$ cat config.mk
export PLATFORM = sky130hd
export DESIGN_NAME = hamming_enc_engine
export DESIGN_NICKNAME = d
export VERILOG_FILES = /design/src/rtl/hamming_enc_engine.sv
export SDC_FILE = /design/constraint.sdc
export NUM_CORES = 1
export LEC_CHECK = 0
export BUFFER_PORTS_ARGS = -buffer_cell sky130_fd_sc_hd__clkbuf_2
export CORE_MARGIN = 2
export CORE_UTILIZATION = 50
export CTS_CLUSTER_SIZE = 8
export DETAILED_ROUTE_END_ITERATION = 8
export PLACE_DENSITY = 0.84
export SLEW_MARGIN = 20
export SYNTH_ARGS = -nofsm -noshare
export SYNTH_HDL_FRONTEND = slang
export SYNTH_SLANG_ARGS = --single-unit
$ cat constraint.sdc
create_clock -name i_clk -period 2.3 [get_ports i_clk]
set_clock_uncertainty 0.05 [all_clocks]
set_input_delay 0.46 -clock i_clk [delete_from_list [all_inputs] [get_ports i_clk]]
set_output_delay 0.46 -clock i_clk [all_outputs]
set_load 0.05 [all_outputs]
$ cat src/rtl/hamming_enc_engine.sv
// hamming_enc_engine: sequential SEC-DED Hamming(16,11) encoder walking NUM_MSG messages in byte-wide data memory.
// Optional high-byte format check is compiled in when HAM_ENC_CHECK_EN is defined.
module hamming_enc_engine #(
    parameter int NUM_MSG  = 15,
    parameter int SRC_BASE = 0,
    parameter int DST_BASE = 30,
    parameter int ADDR_W   = 8
) (
    input  logic              i_clk,
    input  logic              i_reset,
    input  logic              i_start,
    output logic              o_busy,
    output logic              o_done,
    output logic [ADDR_W-1:0] o_mem_addr,
    output logic              o_mem_rd_en,
    input  logic [7:0]        i_mem_rd_data,
    output logic              o_mem_wr_en,
    output logic [7:0]        o_mem_wr_data,
    output logic              o_fmt_err
);
    typedef enum logic [2:0] {S_IDLE, S_RD_LO, S_RD_HI, S_CAP_HI, S_WR_LO, S_WR_HI, S_DONE} state_t;
    state_t            r_state, w_next;
    logic [ADDR_W-1:0] r_idx, w_off, w_src, w_dst;
    logic [11:1]       r_d;
    logic [15:0]       w_cw;
    logic              w_accept, w_last, w_p8, w_p4, w_p2, w_p1, w_p0;
    assign w_accept = i_start && (r_state == S_IDLE || r_state == S_DONE);
    assign w_last   = r_idx == ADDR_W'(NUM_MSG - 1);
    assign w_off    = r_idx << 1;
    assign w_src    = ADDR_W'(SRC_BASE) + w_off;
    assign w_dst    = ADDR_W'(DST_BASE) + w_off;
    assign w_p8     = ^r_d[11:5];
    assign w_p4     = ^r_d[11:8] ^ ^r_d[4:2];
    assign w_p2     = r_d[11] ^ r_d[10] ^ r_d[7] ^ r_d[6] ^ r_d[4] ^ r_d[3] ^ r_d[1];
    assign w_p1     = r_d[11] ^ r_d[9] ^ r_d[7] ^ r_d[5] ^ r_d[4] ^ r_d[2] ^ r_d[1];
    assign w_p0     = ^r_d ^ w_p8 ^ w_p4 ^ w_p2 ^ w_p1;
    assign w_cw     = {r_d[11:5], w_p8, r_d[4:2], w_p4, r_d[1], w_p2, w_p1, w_p0};
    // state, message index and captured message bits
    always_ff @(posedge i_clk) begin
        if (!i_reset) begin
            r_state <= S_IDLE;
            r_idx   <= '0;
            r_d     <= '0;
        end else begin
            r_state <= w_next;
            if (w_accept)
                r_idx <= '0;
            else if (r_state == S_WR_HI)
                r_idx <= r_idx + ADDR_W'(1);
            if (r_state == S_RD_HI)
                r_d[8:1] <= i_mem_rd_data;
            if (r_state == S_CAP_HI)
                r_d[11:9] <= i_mem_rd_data[2:0];
        end
    end
    // next-state sequencing: five states per message
    always_comb begin
        w_next = r_state;
        case (r_state)
            S_IDLE, S_DONE: w_next = w_accept ? S_RD_LO : r_state;
            S_RD_LO:        w_next = S_RD_HI;
            S_RD_HI:        w_next = S_CAP_HI;
            S_CAP_HI:       w_next = S_WR_LO;
            S_WR_LO:        w_next = S_WR_HI;
            S_WR_HI:        w_next = w_last ? S_DONE : S_RD_LO;
            default:        w_next = S_IDLE;
        endcase
    end
    // memory port and status outputs decoded from the current state
    always_comb begin
        o_busy        = !(r_state == S_IDLE || r_state == S_DONE);
        o_done        = r_state == S_DONE;
        o_mem_rd_en   = r_state == S_RD_LO || r_state == S_RD_HI;
        o_mem_wr_en   = r_state == S_WR_LO || r_state == S_WR_HI;
        o_mem_addr    = r_state == S_RD_LO ? w_src :
                        r_state == S_RD_HI ? w_src + ADDR_W'(1) :
                        r_state == S_WR_LO ? w_dst :
                        r_state == S_WR_HI ? w_dst + ADDR_W'(1) : '0;
        o_mem_wr_data = r_state == S_WR_LO ? w_cw[7:0] :
                        r_state == S_WR_HI ? w_cw[15:8] : 8'h00;
    end
`ifdef HAM_ENC_CHECK_EN
    logic r_fmt_err;
    // sticky flag for nonzero padding bits in a message high byte
    always_ff @(posedge i_clk) begin
        if (!i_reset || w_accept)
            r_fmt_err <= 1'b0;
        else if (r_state == S_CAP_HI && |i_mem_rd_data[7:3])
            r_fmt_err <= 1'b1;
    end
    assign o_fmt_err = r_fmt_err;
`else
    logic w_unused_hi;
    assign w_unused_hi = |i_mem_rd_data[7:3];
    assign o_fmt_err   = 1'b0;
`endif
endmodule

==> impl_results.md <==
- Outcome: finished with violations
- Violations in the final reports: setup timing
- Fraction of final layout cells sized beyond drive strength 1: 0.381
- Arrival time at the worst endpoint: 1950 ps
- Startpoint type of the worst setup path: flip-flop
- First drt pass iteration count: 4
- Remaining global-route overflow: 0
- Number of I/O pins: 32
- Mux share of post-synthesis cell area: 0.0815
- Post-synth cell types: 37
- Nets@finish: 234
- Row Count: 19
- Crit share post-route: 1.07
- Xor and xnor area share after synthesis: 0.173
- Buf+Inv Stages, Crit Path: 1
- Most frequent cells in the layout: 23 x sky130_fd_sc_hd__clkbuf_2, 17 x sky130_fd_sc_hd__nor2_1, 17 x sky130_fd_sc_hd__xnor2_1, 17 x sky130_fd_sc_hd__buf_4, 14 x sky130_fd_sc_hd__nand2_1
- Net Switching: roughly 0.42 mW
- Max-cap viol count: 0
- Core Box Area: 2780 um2
- Total length of routed wires: 3680 um
- Total via count after detailed routing: 1375
- Number of clock sinks: 22
- Vias per inst: 5.52
- Layout overhead on the synthesized area: 32.0%
- Capturing element type of the critical path: output port
- Master cell of the clock root buffer: sky130_fd_sc_hd__clkbuf_4
- Slack of the critical path: -161 ps
- Total negative slack for setup checks: -335 ps
- Global placement routability congestion: 0.787
- Routed length per instance: roughly 15 um
- Synthesis-stage register bit count: 22
- Number of design rule violations left after detail routing: 0
- Leak Pwr: roughly 0.75 nW
- Iteration-0 DRC count of the detailed router: 97
- Class of the most critical hold timing path: in -> reg
- Worst hold slack: 345 ps
- Part of the power in the clock network: 0.159
- Number of buffers inserted by port buffering: 30
- Synthesis warning total: 0
- Mapped Avg Cell Area: 8.14 um2
- Cell area after synthesis: roughly 1500 um2
- GRT Util Overall: 0.228
- Critical path cell sequence: xnor2_2 > xnor3_1 > or3_1 > a21oi_2 > clkbuf_8
- Commonest non-fill, non-tap cell in the layout: sky130_fd_sc_hd__clkbuf_2
- TritonCTS clock tree: yes
- Number of antenna violations at the first check in global routing: 0
- Hold Vio Cnt, Final: 0
- Setup Crit Path Kind: reg -> out
- Gate family responsible for the most delay along the worst path: XOR/XNOR gates
- Required time of the critical path: 1790 ps
- Setup repair after global routing missed its margin: yes
- Syn nets: 195
- Area taken by flip-flops and latches: 464 um2
- Diode count: 0
- Bufs on Longest Clock Path: 2
- Post-layout min period: between 2000 and 2500 ps
- H-tree level count: 1
- Starting utilization of the core area: 0.530
- Adder-cell area share of the yosys netlist: 0.0255
- Gate power share: 0.435
- # setup viols final: 4
- ANT nets after route: 0
- Fmax achieved: 406 MHz
- Multi-input logic area: 1070 um2
- Post-detailed-placement half-perimeter wirelength: roughly 2400 um
- Max-slew violations: 0
- Clock transition at the registers of the reported paths: 120 ps
- Via count of the first global-routing pass: 1247
- Worst IR Drop VDD: 0.000483 V
- Power density of the placed cells: ~560 nW/um2
- Layout fillers: just over 200
- Post-synthesis sequential area ratio: 0.299
- Clock insertion delay at the later pin of the skew report: 310 ps
- Switching part of the total: 0.387
- Wire length of the first global-routing pass: 6020 um
- Compound-cell area share of the yosys netlist: 0.132
- Main combinational cell family by area after synthesis: simple AND/OR/NAND/NOR gates
- Slowest Stage Delay on Critical Path: roughly 420 ps
- Chip width: 58.3 um
- Internal power: 0.662 mW
- CP Max Fanout: 2
- Cell with the largest stage delay on the worst path: sky130_fd_sc_hd__xnor3_1
- Die boundary height: around 60 um
- Largest net degree at the start of global routing: 16
- Simple-gate share of the synthesized area: 0.233
- Portion of total power attributed to sequential cells: 0.406
- Overall die area: approximately 3400 um2
- Gate count after technology mapping: 181
- Clock buffer count from CTS: 3
sequential cells by signal, summed over array words and instances, names as in the netlist:
register  count
r_idx         8
r_state       3
r_d          11
logic make-up (layout without fill, tap and decap cells):
group | count (synthesis) | in the layout
AND/OR/NAND/NOR | 68 | 68
XOR/XNOR | 26 | 26
flip-flops | 22 | 22
other | 1 | 1
AO/OA/AOI/OAI | 31 | 31
multiplexers | 12 | 12
buffers and inverters | 18 | 55
adder cells (fa/ha/maj) | 3 | 3
timing repair:
action,4_1_cts,5_1_grt
buffers inserted,4,1
gates resized for setup,34,11
pin swaps,6,2
setup endpoints to repair,7,11
hold buffers,0,0
gates cloned,0,0
worst register-to-register path: cells and delay by family (launching register included):
kind / cells / cell delay [ps]
buffers and inverters: 3 / 600
AND/OR/NAND/NOR: 3 / 540
XOR/XNOR: 1 / 170
flip-flops: 1 / 350
cell usage after synthesis, drive strengths merged:
cell	n	area (um2)
nor4	2	12.5
or3	3	18.8
nand3	6	30.0
conb	1	3.75
nand4	1	6.26
xnor3	2	45.0
mux2i	12	120
and3b	1	8.76
or3b	1	8.76
a21o	1	7.51
nand4b	1	8.76
nor3b	1	7.51
nor2	18	67.6
nand3b	2	15.0
buf	5	30.0
o41ai	1	8.76
nand2	14	52.6
nor2b	9	56.3
o31ai	2	15.0
nor3	4	20.0
ha	3	37.5
o22ai	2	12.5
dfxtp	22	440
clkbuf	8	30.0
or2	1	6.26
a31oi	1	6.26
and2	2	12.5
a21oi	4	20.0
xnor2	21	184
a21boi	5	37.5
inv	5	18.8
nand2b	2	12.5
o21ai	15	86.3
xor2	3	26.3
power by group through the flow:
stage	combinational, mW	clock, mW	sequential (mW)
2_1_floorplan	0.347	0	0.434
3_3_place_gp	0.424	0	0.439
3_5_place_dp	0.431	0	0.441
4_1_cts	0.454	0.174	0.434
5_1_grt	0.499	0.193	0.444
6_report	0.469	0.172	0.439
path summary, 6_finish.rpt:
kind         slack, ps               endpoint  cells past startpoint                     from
max               -160       o_mem_wr_data[2]                      5      r_d[1]$_SDFFE_PN0P_
min                350    r_d[7]$_SDFFE_PN0P_                      3         i_mem_rd_data[6]
max reg2reg        480  r_idx[7]$_SDFFE_PP0P_                      7  r_state[0]$_SDFFE_PN0P_
min reg2reg        480  r_idx[7]$_SDFFE_PP0P_                      2    r_idx[7]$_SDFFE_PP0P_
metal layers:
| layer | vias to the layer above | track usage | routed length (um) | share of wire |
|---|---|---|---|---|
| met5 | - | 0 | 0 | 0 |
| met4 | 0 | 0.0698 | 86 | 0.023 |
| met3 | 10 | 0.0220 | 240 | 0.065 |
| met2 | 61 | 0.360 | 1720 | 0.47 |
| met1 | 619 | 0.330 | 1630 | 0.44 |
| li1 | 685 | - | - | - |
layout make-up:
type / instances / share of cell area
Clock buffer: 3 / 0.0116
Multi-Input combinational cell: 141 / 0.549
Inverter: 5 / 0.0109
Tap cell: 31 / 0.0199
Timing Repair Buffer: 47 / 0.170
Sequential cell: 22 / 0.239
per-stage QoR:
| stage | instances | area (um2) | power (mW) | worst slack, ps | util |
|---|---|---|---|---|---|
| floorplan | 181 | 1510 | 0.780 | -272 | - |
| global placement | 241 | 1740 | 0.863 | 83.2 | 0.626 |
| detailed placement | 241 | 1740 | 0.872 | 66.0 | 0.626 |
| CTS | 248 | 1910 | 1.06 | -114 | 0.688 |
| global route | 249 | 1950 | 1.14 | -237 | 0.700 |
| finish | 249 | 1950 | 1.08 | -161 | 0.700 |
Note: power is estimated with default switching activity, not from simulation.
